===== src/rtl/ir_pkg.sv =====
// Shared types for the IR frame decoder: FSM states and error codes.
// Latency: n/a (types only).
// Backpressure: n/a (types only).
package ir_pkg;

  typedef enum logic [1:0] {
    IDLE = 2'd0,
    HIGH = 2'd1,
    LOW  = 2'd2
  } state_t;

  typedef enum logic [2:0] {
    ERR_NONE         = 3'd0,
    ERR_BAD_WIDTH    = 3'd1,
    ERR_HIGH_TIMEOUT = 3'd2,
    ERR_GAP_TIMEOUT  = 3'd3,
    ERR_OVERRUN      = 3'd4
  } err_t;

endpackage


===== src/rtl/ir_sync_edge.sv =====
// Two-flop synchroniser for the raw IR line plus registered edge detector.
// Latency: ir to rise/fall/level is 3 clk cycles.
// Backpressure: none; free-running sampler.
// Ports: clk, readReset (async, active-high), ir (async raw line),
//        level (synchronised line, aligned with rise/fall), rise, fall (1-cycle pulses).
module ir_sync_edge (
  input  logic clk,
  input  logic readReset,
  input  logic ir,
  output logic level,
  output logic rise,
  output logic fall
);

  logic s1;
  logic s2;

  // level doubles as the delayed copy of s2, so rise/fall line up with it.
  always_ff @(posedge clk or posedge readReset) begin
    if (readReset) begin
      s1    <= 1'b0;
      s2    <= 1'b0;
      level <= 1'b0;
      rise  <= 1'b0;
      fall  <= 1'b0;
    end else begin
      s1    <= ir;
      s2    <= s1;
      level <= s2;
      rise  <= s2 & ~level;
      fall  <= ~s2 & level;
    end
  end

endmodule


===== src/rtl/ir_frame_decoder.sv =====
// IR pulse-width decoder: classifies high pulses as 0/1, assembles NBITS-bit frames.
// Latency: frame lands in the holding register 4 cycles after the last ir fall.
// Backpressure: one-entry holding register; a completion while it is full and not
//               being consumed drops the new frame and strobes ERR_OVERRUN.
// Ports: clk, readReset (async, active-high), enable (arm decoder), ir (raw line),
//        frame_valid/frame_ready/frame_data (frame handshake), err_valid/err_code
//        (one-cycle error strobe), busy (FSM not IDLE).
module ir_frame_decoder
  import ir_pkg::*;
#(
  parameter int NBITS     = 32,
  parameter int CNT_W     = 9,
  parameter int ZERO_MIN  = 1,
  parameter int ZERO_MAX  = 9,
  parameter int ONE_MIN   = 13,
  parameter int ONE_MAX   = 18,
  parameter int HIGH_MAX  = 32,
  parameter int GAP_MAX   = 64,
  parameter bit MSB_FIRST = 1'b1
) (
  input  logic             clk,
  input  logic             readReset,
  input  logic             enable,
  input  logic             ir,
  output logic             frame_valid,
  input  logic             frame_ready,
  output logic [NBITS-1:0] frame_data,
  output logic             err_valid,
  output logic [2:0]       err_code,
  output logic             busy
);

  localparam int BC_W = $clog2(NBITS + 1);

  localparam logic [CNT_W-1:0] C_ZMIN = CNT_W'(ZERO_MIN);
  localparam logic [CNT_W-1:0] C_ZMAX = CNT_W'(ZERO_MAX);
  localparam logic [CNT_W-1:0] C_OMIN = CNT_W'(ONE_MIN);
  localparam logic [CNT_W-1:0] C_OMAX = CNT_W'(ONE_MAX);
  localparam logic [CNT_W-1:0] C_HMAX = CNT_W'(HIGH_MAX);
  localparam logic [CNT_W-1:0] C_GMAX = CNT_W'(GAP_MAX);
  localparam logic [CNT_W-1:0] C_SAT  = {CNT_W{1'b1}};
  localparam logic [CNT_W-1:0] C_ONE  = CNT_W'(1);
  localparam logic [BC_W-1:0]  C_LAST = BC_W'(NBITS - 1);

  if (ZERO_MAX >= ONE_MIN || ONE_MAX >= HIGH_MAX ||
      HIGH_MAX >= (1 << CNT_W) || GAP_MAX >= (1 << CNT_W)) begin : g_param_check
    $error("ir_frame_decoder: inconsistent pulse timing parameters");
  end

  logic level;
  logic rise;
  logic fall;

  ir_sync_edge u_sync (
    .clk       (clk),
    .readReset (readReset),
    .ir        (ir),
    .level     (level),
    .rise      (rise),
    .fall      (fall)
  );

  state_t           state;
  logic [CNT_W-1:0] cnt;
  logic [BC_W-1:0]  bit_count;
  logic [NBITS-1:0] shreg;

  logic             is_zero;
  logic             is_one;
  logic [NBITS-1:0] sh_next;

  // cnt equals the high width w in the cycle the fall is seen.
  always_comb begin
    is_zero = (cnt >= C_ZMIN) && (cnt <= C_ZMAX);
    is_one  = (cnt >= C_OMIN) && (cnt <= C_OMAX);
    if (MSB_FIRST)
      sh_next = {shreg[NBITS-2:0], is_one};
    else
      sh_next = {is_one, shreg[NBITS-1:1]};
  end

  assign busy = (state != IDLE);

  always_ff @(posedge clk or posedge readReset) begin
    if (readReset) begin
      state       <= IDLE;
      cnt         <= '0;
      bit_count   <= '0;
      shreg       <= '0;
      frame_valid <= 1'b0;
      frame_data  <= '0;
      err_valid   <= 1'b0;
      err_code    <= ERR_NONE;
    end else begin
      err_valid <= 1'b0;
      err_code  <= ERR_NONE;

      // Consumption; a completion in the same cycle reasserts valid below.
      if (frame_valid && frame_ready)
        frame_valid <= 1'b0;

      case (state)
        IDLE: begin
          if (enable && rise) begin
            state     <= HIGH;
            cnt       <= C_ONE;
            bit_count <= '0;
            shreg     <= '0;
          end
        end

        HIGH: begin
          if (!enable) begin
            state <= IDLE;
          end else if (fall) begin
            if (is_zero || is_one) begin
              shreg     <= sh_next;
              bit_count <= bit_count + BC_W'(1);
              if (bit_count == C_LAST) begin
                state <= IDLE;
                if (!frame_valid || frame_ready) begin
                  frame_data  <= sh_next;
                  frame_valid <= 1'b1;
                end else begin
                  err_valid <= 1'b1;
                  err_code  <= ERR_OVERRUN;
                end
              end else begin
                state <= LOW;
                cnt   <= C_ONE;
              end
            end else begin
              state     <= IDLE;
              err_valid <= 1'b1;
              err_code  <= ERR_BAD_WIDTH;
            end
          end else if (level && cnt == C_HMAX) begin
            // Stuck line: IDLE only re-arms on a fresh rising edge.
            state     <= IDLE;
            err_valid <= 1'b1;
            err_code  <= ERR_HIGH_TIMEOUT;
          end else if (cnt != C_SAT) begin
            cnt <= cnt + C_ONE;
          end
        end

        LOW: begin
          if (!enable) begin
            state <= IDLE;
          end else if (rise) begin
            state <= HIGH;
            cnt   <= C_ONE;
          end else if (cnt == C_GMAX) begin
            state     <= IDLE;
            err_valid <= 1'b1;
            err_code  <= ERR_GAP_TIMEOUT;
          end else if (cnt != C_SAT) begin
            cnt <= cnt + C_ONE;
          end
        end

        default: state <= IDLE;
      endcase
    end
  end

endmodule

===== config.mk =====
export PLATFORM = sky130hd
export DESIGN_NAME = ir_frame_decoder
export DESIGN_NICKNAME = d
export VERILOG_FILES = /design/src/rtl/ir_pkg.sv /design/src/rtl/ir_sync_edge.sv /design/src/rtl/ir_frame_decoder.sv
export SDC_FILE = /design/constraint.sdc
export NUM_CORES = 1
export LEC_CHECK = 0
export BUFFER_PORTS_ARGS = -buffer_cell sky130_fd_sc_hd__buf_2
export CAP_MARGIN = 20
export CORE_MARGIN = 4
export CORE_UTILIZATION = 30
export DETAILED_ROUTE_END_ITERATION = 8
export GPL_TIMING_DRIVEN = 0
export HOLD_SLACK_MARGIN = 0.06
export PLACE_DENSITY = 0.54
export SETUP_SLACK_MARGIN = 0.05
export SYNTH_ARGS = -nofsm -noshare
export SYNTH_HDL_FRONTEND = slang
export SYNTH_SLANG_ARGS = --single-unit

===== constraint.sdc =====
create_clock -name clk -period 5 [get_ports clk]
set_input_delay 1 -clock clk [delete_from_list [all_inputs] [get_ports clk]]
set_output_delay 1 -clock clk [all_outputs]
set_load 0.005 [all_outputs]

Word level (Yosys, flattened, before mapping)
Index checks and enable logic that the tools add are counted.

$add $sub $neg: 2. Multiply operators: 0. Div/mod/pow operators: 0. Magnitude comparators: 4. Equality and inequality tests: 17. Shift-type cells: 0. Mux-type cells: 58. Bitwise operators: 4. Reduce and logical (&&, ||, !) cells: 16.

Operators by type and width (number): 31-bit 2-to-1 mux (4); 9-bit 2-to-1 mux (10); 31-bit case mux with 2 select lines (1); 9-bit case mux with 3 select lines (1); 2-bit 2-to-1 mux (13); 6-bit 2-to-1 mux (4); 1-bit 2-to-1 mux (16); 3-bit 2-to-1 mux (5); 6-bit case mux with 2 select lines (1); 9-bit by 1-bit adder with 9-bit output (second input constant) (1); 9-bit by 6-bit equality test with 1-bit output (second input constant) (1); 9-bit by 7-bit equality test with 1-bit output (second input constant) (1); 9-bit by 1-bit greater-or-equal comparator with 1-bit output (second input constant) (1); 9-bit by 4-bit greater-or-equal comparator with 1-bit output (second input constant) (1); 9-bit by 4-bit less-or-equal comparator with 1-bit output (second input constant) (1); 9-bit by 5-bit less-or-equal comparator with 1-bit output (second input constant) (1); 9-bit != test (second input constant) (1); 2-bit != test (second input constant) (4); 4-bit by 3-bit != test with 1-bit output (second input constant) (2); 8-bit AND reduction (1); 6-bit by 1-bit adder with 6-bit output (second input constant) (1); 6-bit by 5-bit equality test with 1-bit output (second input constant) (1); 3-bit by 2-bit != test with 1-bit output (second input constant) (2); 3-bit != test (second input constant) (2); 17 further kinds (25).

Register bits after elaboration: 90. Bits in latches: 0. Bits in writable memories: 0. Bits in read-only memories: 0. Word-level logic and storage cells: 114. Memories: 0.

Longest topological paths before layout
Gate-level depths: netlist of the first run.

Depth in word-level cells: 8. Mapped depth: 10. Gate-level depth less buffers: 8.

Modules after synthesis
A second synthesis of the first run with hierarchy kept.

Cells, all modules: 365. Area total of the unflattened synthesis: 4292.9 um2.

By module, submodules not included: ir_frame_decoder (times used 1, cells an instance 357, area each 4149.0 um2, seq. area each 2127.0 um2); ir_sync_edge (times used 1, cells an instance 8, area each 143.9 um2, seq. area each 125.1 um2).

Worst setup path before layout of the first run
Ideal clock, no wire load.

Path type: reg-to-reg. From: register cnt[1]. To: register frame_data[0]. Arrival time: 2.406 ns. Data required time: 4.875 ns. Path slack: 2.469 ns. Stages on the path, launching flop included: 11. Buffers on the path: 2. Clock period less this slack: 2.531 ns. Cell sequence: dfrtp_1 > inv_1 > ha_1 > nor3_1 > or3_4 > o211ai_2 > nand2_4 > or4_1 > buf_2 > buf_6 > mux2_4.

Cells in the longest elaborated chain, start to end: 4. Elaborated cells on any way between the ends: 8.

Ends and longest elaborated chain: start: declaration (line ir_frame_decoder.sv:64) `logic [CNT_W-1:0] cnt;`; start signal: assignment (line ir_frame_decoder.sv:143) `cnt <= cnt + C_ONE;`; start signal: assignment (line ir_frame_decoder.sv:158) `cnt <= cnt + C_ONE;`; 9-bit by 1-bit greater-or-equal comparator with 1-bit output (tied with other cells) (line ir_frame_decoder.sv:74) `is_zero = (cnt >= C_ZMIN) && (cnt <= C_ZMAX);`; 1-bit logical AND, on equally long branches (line ir_frame_decoder.sv:74, ir_frame_decoder.sv:75); 1-bit logical OR (line ir_frame_decoder.sv:116) `if (is_zero || is_one) begin`; 6-bit AND reduction (no line); end signal: assignment (line ir_frame_decoder.sv:122) `frame_data <= sh_next;`; end: declaration (line ir_frame_decoder.sv:27) `output logic [NBITS-1:0] frame_data,`.

Parallel ways exist; a longest one is shown, timed or not. A chain may end at the register's enable or synchronous reset.

Worst setup path in the final report of the first run
Same ends and word-level chain as after synthesis.

==> reports/metrics.csv, run 1 <==
metric,value,unit
Crit-path slowest cell,or4_1,
Post-synth top flop,dfrtp_1,
"EDFF count, synth",0,
final worst setup slack,2201,ps
first-pass GRT wire length,14060,um
r2r endpoint,frame_data[0]$_DFFE_PP0P_,
synthesized instance count,321,
max_slew headroom,0.6061,
worst-skew pair later-pin latency,340,ps
grt ovf,0,
die width,124.9,um
Starting Density,0.3084,
DIE AREA,0.01560,mm2
CP endpoint kind,flop,
Yosys top cell by area,dfrtp_1,
DRT Wirelength,8207,um
Final setup viols,0,
Post-CTS Setup Bufs,0,
post-synthesis cell area,0.004100,mm2
detail-routed via count per cell,4.872,
fmax,357.2,MHz
"top cells by area, synth","dfrtp_1 55%, mux2_4 11%, a22o_1 6.8%",
crit path max fanout,10,
layout cell share with drive strength beyond 1,0.2955,
# resized after CTS,0,
Post-DP Area,0.004556,mm2
Final Slew Violations,0,
Setup Skew,8.475,ps
hold_buf cts,0,
"Req. time, crit path",5220,ps
pwr dens,400.9,mW/mm2
Hold Crit Class,reg2reg,
"Cell Chain, Critical Path","inv_1, ha_1, nor3_1, or3_4, o211ai_2, nand2_4, or4_1, buf_2, buf_6, mux2_4",
H-tree depth,3,
CTS tree,built,
Reg2Reg Depth,10,
Layout area overhead,19.56,%
sequential share of the synthesized area,0.5493,
Die Y,124.9,um
# port buffers,41,
Leakage Power,0.002488,uW
Ports,43,
peak supply drop,0.1879,mV
clk slew on worst S/H paths,60,ps
RSZ-0062 raised after global routing,no,
Wirelength per Cell,14.79,um
largest net degree at the start of global routing,74,
DR vias,2704,
initial antenna violation count,0,
Initial DRT Pass Iterations,4,
Critical Path Source,cnt[1]$_DFFE_PP0P_,
Hold Slack,354.8,ps
share of flip-flops with an asynchronous set or reset,1.000,
most frequent cells in the layout,"90 x dfrtp_1, 48 x buf_2, 32 x a22o_1",
WS Path Type,reg2reg,
Post-Place Worst Slack,2204,ps
clock sinks,90,
DR iter-0 viols,115,
core area,0.01330,mm2
clk buf depth,2,
Routed Antenna Nets,0,
post-synth top area share,0.5493,
Worst-Margin Slew,586.4,ps
hpwl dp,5804,um
GRT Total Usage,0.1098,
YS warnings,0,
status,completed,
nets,389,
Fin Setup TNS,0,ps
final hold vios,0,
site row count,42,
Worst Setup EP,frame_data[0]$_DFFE_PP0P_,
number of global-route vias before repair,2779,
"Period Utilization, post-route",0.5599,
Clock Tree Root,clkbuf_16,
syn avg cell area,12.77,um2
Max Cap Viol,0,
Residual DRC,0,
crit-path max cell delay,540,ps
design area,0.004902,mm2
"most common cell after layout, fill and taps aside",dfrtp_1,
Yosys reg bits,90,
reg2reg setup slack,2200,ps
routability cong.,0.7904,
TritonCTS Buffers,9,
synth unique cells,55,
worst r2r src,cnt[1]$_DFFE_PP0P_,
ANT cells,0,
crit start category,flop,
Final min period,2799,ps
synthesized net count,336,
crit path DAT,3020,ps
[final cells by class]
class,instances,area [um2]
inverters,9,36.28
clock inverters,4,80.08
multi-input cells,204,1708
repair buffers,42,232.7
clock buffers,12,266.5
fillers,1315,8393
plain buffers,18,106.4
well taps,176,220.2
flip-flops and latches,90,2252
[report_power, final]
part | switching, uW | internal, uW
Clock | 283 | 484
Combinational | 261 | 145
Sequential | 36.2 | 757
[cell usage after synthesis (2+ instances only)]
library cell,count
dfrtp_1,90
a22o_1,32
mux2_4,30
nor2_1,15
nand2_1,13
a21oi_1,10
ha_1,10
inv_1,9
nand3_1,9
o21ai_0,8
a31oi_1,7
buf_2,7
clkbuf_1,6
nor3_1,6
and2_1,4
nand4_1,4
a41oi_1,3
and3_1,3
buf_6,3
mux2_1,3
nand2b_1,3
nor2b_1,3
xor2_1,3
a21boi_0,2
a21o_1,2
a41o_1,2
buf_4,2
mux2i_1,2
nor4_4,2
or3_1,2
or4_1,2
[logic make-up (layout without fill, tap and decap cells)]
logic type / count (synthesis) / in the layout / share of synthesized area
xor+xnor: 3 / 3 / 0.006409
mux: 36 / 36 / 0.1257
simple gates: 76 / 76 / 0.1077
fa+ha+maj: 10 / 10 / 0.03052
flops: 90 / 90 / 0.5493
buf+inv: 27 / 85 / 0.03417
compound gates: 79 / 79 / 0.1462
[state kept, by name, summed over array words and instances, names as in the netlist]
register      cells
frame_data       32
err_code          3
cnt               9
u_sync.rise       1
shreg            31
state             2
u_sync.s2         1
frame_valid       1
u_sync.level      1
u_sync.fall       1
u_sync.s1         1
err_valid         1
bit_count         6
[critical path, delay by kind of cell (launching register included)]
family	cells	cell delay [ps]
adders and majority gates	1	190
and+or+nand+nor	4	1050
AOI/OAI and AO/OA	1	180
DFF	1	450
buffers and inverters	3	510
muxes	1	300
[metrics by stage]
| step | utilization | total power (uW) | cells |
|---|---|---|---|
| floorplan | - | 1107 | 321 |
| global placement | 0.3404 | 1202 | 538 |
| detailed placement | 0.3427 | 1217 | 539 |
| CTS | 0.3687 | 1995 | 555 |
| global route | 0.3687 | 2086 | 555 |
| finish | 0.3687 | 1965 | 555 |
[per-layer routing]
layer | up-vias | wire (um) | part of all wire | global-route usage
met5 | - | 0 | 0 | 0
met4 | 0 | 115 | 0.014 | 0.03699
met3 | 11 | 470 | 0.057 | 0.04074
met2 | 49 | 3704 | 0.45 | 0.1613
met1 | 1356 | 3916 | 0.48 | 0.1501
li1 | 1288 | - | - | -
[how the worst min path moves through the flow]
stage	start	end	slack [ps]	cells past startpoint
after floorplan	u_sync.s1$_DFF_PP0_	u_sync.s2$_DFF_PP0_	330	0
after global placement	u_sync.s1$_DFF_PP0_	u_sync.s2$_DFF_PP0_	340	0
after detailed placement	u_sync.s1$_DFF_PP0_	u_sync.s2$_DFF_PP0_	340	0
after CTS	u_sync.s1$_DFF_PP0_	u_sync.s2$_DFF_PP0_	360	0
after global routing	u_sync.s1$_DFF_PP0_	u_sync.s2$_DFF_PP0_	380	0
final	u_sync.s1$_DFF_PP0_	u_sync.s2$_DFF_PP0_	350	0
No activity file was read; power rests on OpenSTA's default activity.
==> run 2: changes to the inputs <==
--- a/config.mk
+++ b/config.mk
@@ -5,6 +5,7 @@
 export SDC_FILE = /design/constraint.sdc
 export NUM_CORES = 1
 export LEC_CHECK = 0
+export ABC_AREA = 1
 export BUFFER_PORTS_ARGS = -buffer_cell sky130_fd_sc_hd__buf_2
 export CAP_MARGIN = 20
 export CORE_MARGIN = 4
==> constraint.sdc (replaced) <==
create_clock -name clk -period 2.76 [get_ports clk]
set_input_delay 0.552 -clock clk [delete_from_list [all_inputs] [get_ports clk]]
set_output_delay 0.552 -clock clk [all_outputs]
set_load 0.005 [all_outputs]
==> run 2 against run 1 <==
Clock skew fell by 1.3 ps; die area rose by 14%; critical path depth rose by 3; first-iteration DRC count rose by 56%; sequential power rose by 80%; clock power rose by 63%; utilization fell by 0.80 points; highest routed layer unchanged; synthesized cell count rose by 70%; routed wire length rose by 20%; global-route usage rose by 0.71 points; largest power group unchanged; critical path type unchanged.
==> reports/metrics.csv, run 2 <==
metric,value,unit,change
Reg2Reg Depth,13,,+3
Final Slew Violations,0,,unchanged
crit path DAT,2370,ps,-650 ps
DR vias,3621,,+34%
share of flip-flops with an asynchronous set or reset,1.000,,unchanged
logic gate share of total power,0.304,,+0.098
CP endpoint kind,flop,,
Cell Int Power,2436,uW,+76%
clock sinks,90,,unchanged
hpwl dp,7204,um,+24%
"EDFF count, synth",0,,unchanged
Placed Cells,799,,+48%
DR iter-0 viols,179,,+56%
Hold Crit Class,in2async,,
M3 GR Usage,0.03210,,-0.008638
# resized after CTS,0,,unchanged
worst r2r src,cnt[0]$_DFFE_PP0P_,,
met1 GRT Util,0.1372,,-0.01285
Net Sw Power,1409,uW,+140%
GR Util met2,0.2099,,+0.04867
hold_buf cts,0,,unchanged
DIE AREA,0.01776,mm2,+14%
final hold vios,0,,unchanged
Residual DRC,0,,unchanged
"Req. time, crit path",3000,ps,-2220 ps
fmax,468.3,MHz,+31%
Seq pwr share,0.371,,-0.033
nets,614,,+58%
post-synthesis cell area,0.004708,mm2,+15%
layout cell share with drive strength beyond 1,0.2798,,-0.01571
Wirelength per Cell,12.05,um,-19%
"Period Utilization, post-route",0.7737,,+0.2139
clk buf depth,2,,unchanged
WS Path Type,reg2reg,,
# port buffers,41,,unchanged
first-pass GRT wire length,17040,um,+21%
Die Y,133.3,um,+6.7%
synthesized instance count,545,,+70%
status,completed,,
GRT Total Usage,0.1169,,+0.007139
crit path max fanout,10,,unchanged
post-synth top area share,0.4783,,-0.07094
ANT cells,0,,unchanged
worst-skew pair later-pin latency,340,ps,about the same
YS warnings,0,,unchanged
Setup Skew,7.201,ps,-1.274 ps
peak supply drop,0.3838,mV,+100%
H-tree depth,3,,unchanged
sequential share of the synthesized area,0.4783,,-0.07094
die width,133.3,um,+6.7%
syn avg cell area,8.639,um2,-32%
Layout area overhead,17.33,%,
GRT busiest layer,met2,,
Fin Setup TNS,0,ps,unchanged
detail-routed via count per cell,4.443,,-8.8%
initial antenna violation count,0,,unchanged
Final setup viols,0,,unchanged
core area,0.01531,mm2,+15%
Top reg by flops,frame_data,,
Yosys top cell by area,dfrtp_1,,
Post-CTS Setup Bufs,0,,unchanged
routability cong.,0.8504,,+7.6%
pwr dens,696.0,mW/mm2,+74%
Clock Tree Root,clkbuf_16,,
Initial DRT Pass Iterations,4,,unchanged
number of global-route vias before repair,3563,,+28%
r2r endpoint,frame_data[28]$_DFFE_PP0P_,,
switch share,0.3665,,+0.07154
Post-synth top flop,dfrtp_1,,
RSZ-0062 raised after global routing,no,,
Ports,43,,unchanged
clock share of power,0.325,,-0.065
reg2reg setup slack,620,ps,-1580 ps
Final min period,2136,ps,-663.8 ps
most frequent cells in the layout,"171 x nand2_1, 90 x dfrtp_1, 63 x inv_1",,
Top Registers,"frame_data (32), shreg (31), cnt (9)",,
Worst-Margin Slew,509.4,ps,-77.00 ps
"top cells by area, synth","dfrtp_1 48%, nand2_1 14%, o21ai_2 12%",,
clk slew on worst S/H paths,70,ps,about the same
grt ovf,0,,unchanged
Routed Antenna Nets,0,,unchanged
largest net degree at the start of global routing,42,,-43%
TritonCTS Buffers,9,,unchanged
commonest cells in the synthesized netlist,"171 x nand2_1, 90 x dfrtp_1, 64 x inv_1, 62 x o21ai_2, 32 x nand3_1",,
CTS tree,built,,
crit start category,flop,,
total power,3845,uW,+96%
Leakage Power,0.002572,uW,+3.4%
max FFs per register,32,,unchanged
"most common cell after layout, fill and taps aside",nand2_1,,
Max Cap Viol,0,,unchanged
synth unique cells,30,,-45%
max_slew headroom,0.6604,,+0.05427
Yosys reg bits,90,,unchanged
Hold Slack,216.6,ps,-138.2 ps
final core utilization,0.3607,,-0.008015
synthesized net count,560,,+67%
most frequent cell after synthesis,nand2_1,,
site row count,45,,+7.1%
DRT Wirelength,9819,um,+20%
Starting Density,0.3074,,-0.0009598
final non-filler cell total,815,,+47%
==> run 2: changes by cell type after synthesis, moves of 23 or more <==
| cell | change |
|---|---|
| nand2_1 | +158 |
| o21ai_2 | +62 |
| inv_1 | +55 |
| a22o_1 | -32 |
| mux2_4 | -30 |
| nand3_1 | +23 |
==> run 2: worst max path at each step <==
stage	startpoint	endpoint	slack, ps	cells after the start
4_1_cts	cnt[0]$_DFFE_PP0P_	frame_data[1]$_DFFE_PP0P_	590	13
2_1_floorplan	cnt[0]$_DFFE_PP0P_	frame_data[0]$_DFFE_PP0P_	980	13
3_5_place_dp	cnt[0]$_DFFE_PP0P_	frame_data[1]$_DFFE_PP0P_	600	13
3_3_place_gp	readReset	frame_data[7]$_DFFE_PP0P_	510	2
5_1_grt	cnt[0]$_DFFE_PP0P_	frame_data[3]$_DFFE_PP0P_	440	13
6_report	cnt[0]$_DFFE_PP0P_	frame_data[28]$_DFFE_PP0P_	620	13
==> run 2: stage by stage <==
stage               setup WS [ps]  cell area [um2]
floorplan                   978.7             4712
detailed placement          595.4             5221
finish                      624.5             5524
global route                441.6             5524
global placement            510.1             5181
CTS                         585.4             5524
==> run 2: cells by family after synthesis <==
group                    count (synthesis)  share of synthesized area
AO/OA/AOI/OAI                           91                     0.1494
XOR/XNOR                                 3                   0.005582
buffers and inverters                   92                    0.09859
adder cells (fa/ha/maj)                 10                    0.02657
AND/OR/NAND/NOR                        259                     0.2416
flip-flops                              90                     0.4783
==> run 2: per-layer routing <==
metal  wire length (um)  part of all wire  vias up
met5                  0                 0        -
li1                   -                 -     1833
met2               4963              0.51       65
met4                122             0.012        0
met3                431             0.044       11
met1               4303              0.44     1712
==> run 2: cell type report <==
type                       count  area [um2]
sequential                    90        2252
clock inverter                 6       73.82
inverter                      66       251.5
buffer                        26       216.5
timing repair buffer          43       245.2
multi-input combinational    363        1992
fill                        1581        9791
tap                          211       264.0
clock buffer                  10       229.0
==> run 2: power groups by stage <==
stage               Sequential [uW]  Combinational [uW]  Clock [uW]
floorplan                      1430                 893           0
global placement               1450                1160           0
detailed placement             1450                1190           0
CTS                            1420                1190        1300
global route                   1430                1320        1340
finish                         1430                1170        1250
==> run 2: worst max-delay path, stage by stage, from the launching register on <==
cell     delay, ps
dfrtp_1        400
buf_2          180
inv_1          120
ha_1           160
inv_1           40
nand2_1         60
nand2_2         60
a21oi_4        160
nand2_4        100
nand2_4        100
nand4_4        260
buf_6          270
nand2_2         60
o21ai_2         40
==> run 3: changes to the inputs <==
--- a/config.mk
+++ b/config.mk
@@ -13,7 +13,7 @@
 export DETAILED_ROUTE_END_ITERATION = 8
 export GPL_TIMING_DRIVEN = 0
 export HOLD_SLACK_MARGIN = 0.06
-export PLACE_DENSITY = 0.54
+export PLACE_DENSITY = 0.56
 export SETUP_SLACK_MARGIN = 0.05
 export SYNTH_ARGS = -nofsm -noshare
 export SYNTH_HDL_FRONTEND = slang
==> constraint.sdc (replaced) <==
create_clock -name clk -period 1.8 [get_ports clk]
set_input_delay 0.36 -clock clk [delete_from_list [all_inputs] [get_ports clk]]
set_output_delay 0.36 -clock clk [all_outputs]
set_load 0.005 [all_outputs]
==> run 3 against run 2 <==
Critical path depth increased by 2; clock power is 50% higher; power is 75% higher; non-clock buffer count is 33 higher; via count rose by 4.6%; highest routed layer unchanged; critical endpoint is now bit_count[4]$_DFFE_PP0P_; sequential power rose by 52%; the flow now finishes with violations (negative setup slack); sequential share of layout area decreased by 5.7 points; fmax increased by 14%; hold slack worse by 170 ps.
==> reports/metrics.csv, run 3 (synthesis results as in run 2) <==
metric,value,unit,change
crit-path max cell delay,390,ps,about the same
largest net degree at the start of global routing,45,,+7.1%
DR iter-0 viols,217,,+21%
Residual DRC,0,,unchanged
Final Slew Violations,0,,unchanged
"Period Utilization, post-route",1.045,,+0.2714
reg2reg setup slack,-80,ps,-710 ps
Max Cap Viol,0,,unchanged
Worst-Margin Slew,537.1,ps,+27.74 ps
crit path DAT,2120,ps,-250 ps
design area,0.006426,mm2,+16%
DRT Wirelength,11040,um,+12%
clk buf depth,2,,unchanged
grt ovf,0,,unchanged
hold_buf cts,0,,unchanged
Crit-path slowest cell,dfrtp_1,,
fillcell total,1537,,-2.8%
total power,6714,uW,+75%
"CP delay by family, top",buffers and inverters,,
CTS tree,built,,
Seq pwr share,0.323,,-0.048
max_slew headroom,0.6412,,-0.01925
Top reg by flops,frame_data,,
ANT cells,0,,unchanged
DIE AREA,0.01776,mm2,unchanged
WS Path Type,reg2reg,,
Post-Place Worst Slack,-306.2,ps,-901.6 ps
Routed Antenna Nets,0,,unchanged
Fin Setup TNS,-2099,ps,-2099 ps
Initial DRT Pass Iterations,4,,unchanged
nets,647,,+5.4%
pwr dens,1045,mW/mm2,+50%
worst-skew pair later-pin latency,350,ps,about the same
Clock Tree Root,clkbuf_16,,
Top Registers,"frame_data (32), shreg (31), cnt (9)",,
final worst setup slack,-81.18,ps,-705.6 ps
DR vias,3787,,+4.6%
RSZ-0062 raised after global routing,yes,,
routability cong.,0.8417,,-1.0%
Setup Skew,11.16,ps,+3.962 ps
fmax,531.6,MHz,+14%
final hold vios,0,,unchanged
status,"complete, but fails checks",,
first-pass GRT wire length,18040,um,+5.9%
clk slew on worst S/H paths,70,ps,about the same
core area,0.01531,mm2,unchanged
site row count,45,,unchanged
CP endpoint kind,flop,,
peak supply drop,0.5556,mV,+45%
Final min period,1881,ps,-254.4 ps
number of global-route vias before repair,3627,,+1.8%
Cell Int Power,4145,uW,+70%
logic gate share of total power,0.398,,+0.094
most frequent cells in the layout,"125 x nand2_1, 89 x dfrtp_1, 66 x o21ai_2",,
crit start category,flop,,
hpwl dp,7330,um,+1.7%
"Req. time, crit path",2040,ps,-960 ps
detail-routed via count per cell,4.466,,+0.51%
die width,133.3,um,unchanged
Reg2Reg Depth,15,,+2
Starting Density,0.3074,,unchanged
"Cell Chain, Critical Path","buf_6, inv_4, ha_4, inv_2, nand2_2, nand2_2, a21oi_4, nand2_4, buf_6, nand3_4, nand3_4, buf_8, buf_8, nand2_1, o21ai_2",,
max FFs per register,32,,unchanged
Layout area overhead,36.49,%,
Placed Cells,799,,unchanged
r2r endpoint,bit_count[4]$_DFFE_PP0P_,,
clock sinks,90,,unchanged
# port buffers,41,,unchanged
Net Sw Power,2568,uW,+82%
GRT Total Usage,0.1246,,+0.007696
initial antenna violation count,0,,unchanged
switch share,0.3826,,+0.01604
Die Y,133.3,um,unchanged
clock share of power,0.279,,-0.046
Final setup viols,35,,+35
H-tree depth,3,,unchanged
layout cell share with drive strength beyond 1,0.4474,,+0.1676
Leakage Power,0.002886,uW,+12%
Wirelength per Cell,13.01,um,+8.0%
failing checks,negative setup slack,,
"most common cell after layout, fill and taps aside",nand2_1,,
TritonCTS Buffers,9,,unchanged
Hold Crit Class,in2async,,
Post-DP Area,0.005243,mm2,+0.41%
crit path max fanout,10,,unchanged
final non-filler cell total,848,,+4.0%
worst r2r src,cnt[0]$_DFFE_PP0P_,,
Ports,43,,unchanged
Buf/Inv on CP,6,,+2
run 3: cell types whose count changed in the layout (fill, tap and decap cells not counted), sizes merged:
cell / delta
bufinv: -1
inv: +1
clkinv: +2
clkinvlp: -1
buf: +30
clkbuf: +2
run 3: how the worst max path moves through the flow:
stage,startpoint,endpoint,cells after the start
6_report,cnt[0]$_DFFE_PP0P_,bit_count[4]$_DFFE_PP0P_,15
5_1_grt,state[1]$_DFFE_PP0P_,shreg[0]$_DFFE_PP0P_,11
4_1_cts,cnt[0]$_DFFE_PP0P_,shreg[9]$_DFFE_PP0P_,15
3_5_place_dp,cnt[0]$_DFFE_PP0P_,frame_data[28]$_DFFE_PP0P_,13
3_3_place_gp,cnt[0]$_DFFE_PP0P_,frame_data[28]$_DFFE_PP0P_,13
2_1_floorplan,cnt[0]$_DFFE_PP0P_,frame_data[0]$_DFFE_PP0P_,13
run 3: worst reg2reg max path: stages (launching register included):
cell     delay [ps]
dfrtp_1         390
buf_6           130
inv_4            50
ha_4            120
inv_2            30
nand2_2          40
nand2_2          60
a21oi_4         160
nand2_4          80
buf_6           130
nand3_4          60
nand3_4         100
buf_8           160
buf_8           140
nand2_1          70
o21ai_2          50
run 3: power groups by stage:
stage / combinational, uW / clock, uW / sequential [uW]
6_report: 2670 / 1870 / 2170
5_1_grt: 2930 / 2020 / 2180
4_1_cts: 2150 / 1930 / 2170
2_1_floorplan: 1390 / 0 / 2210
3_3_place_gp: 1820 / 0 / 2230
3_5_place_dp: 1830 / 0 / 2240
run 3: layer usage:
layer | routed length [um] | track usage
met1 | 4764 | 0.1573
met2 | 5600 | 0.2116
met3 | 450 | 0.02870
met4 | 219 | 0.04057
met5 | 0 | 0
run 3: per-stage QoR:
stage	util	hold WS [ps]
5_1_grt	0.4196	87.35
6_report	0.4196	51.02
3_5_place_dp	0.3423	341.8
4_1_cts	0.3824	63.72
3_3_place_gp	0.3397	339.1
2_1_floorplan	-	331.2
run 3: final cells by class:
cell class              instances  area [um2]  area share
multi-input cells             363        2431      0.3783
well taps                     211       264.0     0.04108
plain buffers                  25       286.5     0.04459
flip-flops and latches         90        2253      0.3507
inverters                      66       256.5     0.03991
clock inverters                 7       70.07     0.01090
repair buffers                 77       639.4     0.09949
clock buffers                   9       225.2     0.03505
run 3: what timing repair did:
item,CTS,global route
gates cloned,4,3
gates resized for setup,33,126
setup buffers,17,12
pin swaps,5,9
setup endpoints to repair,80,83
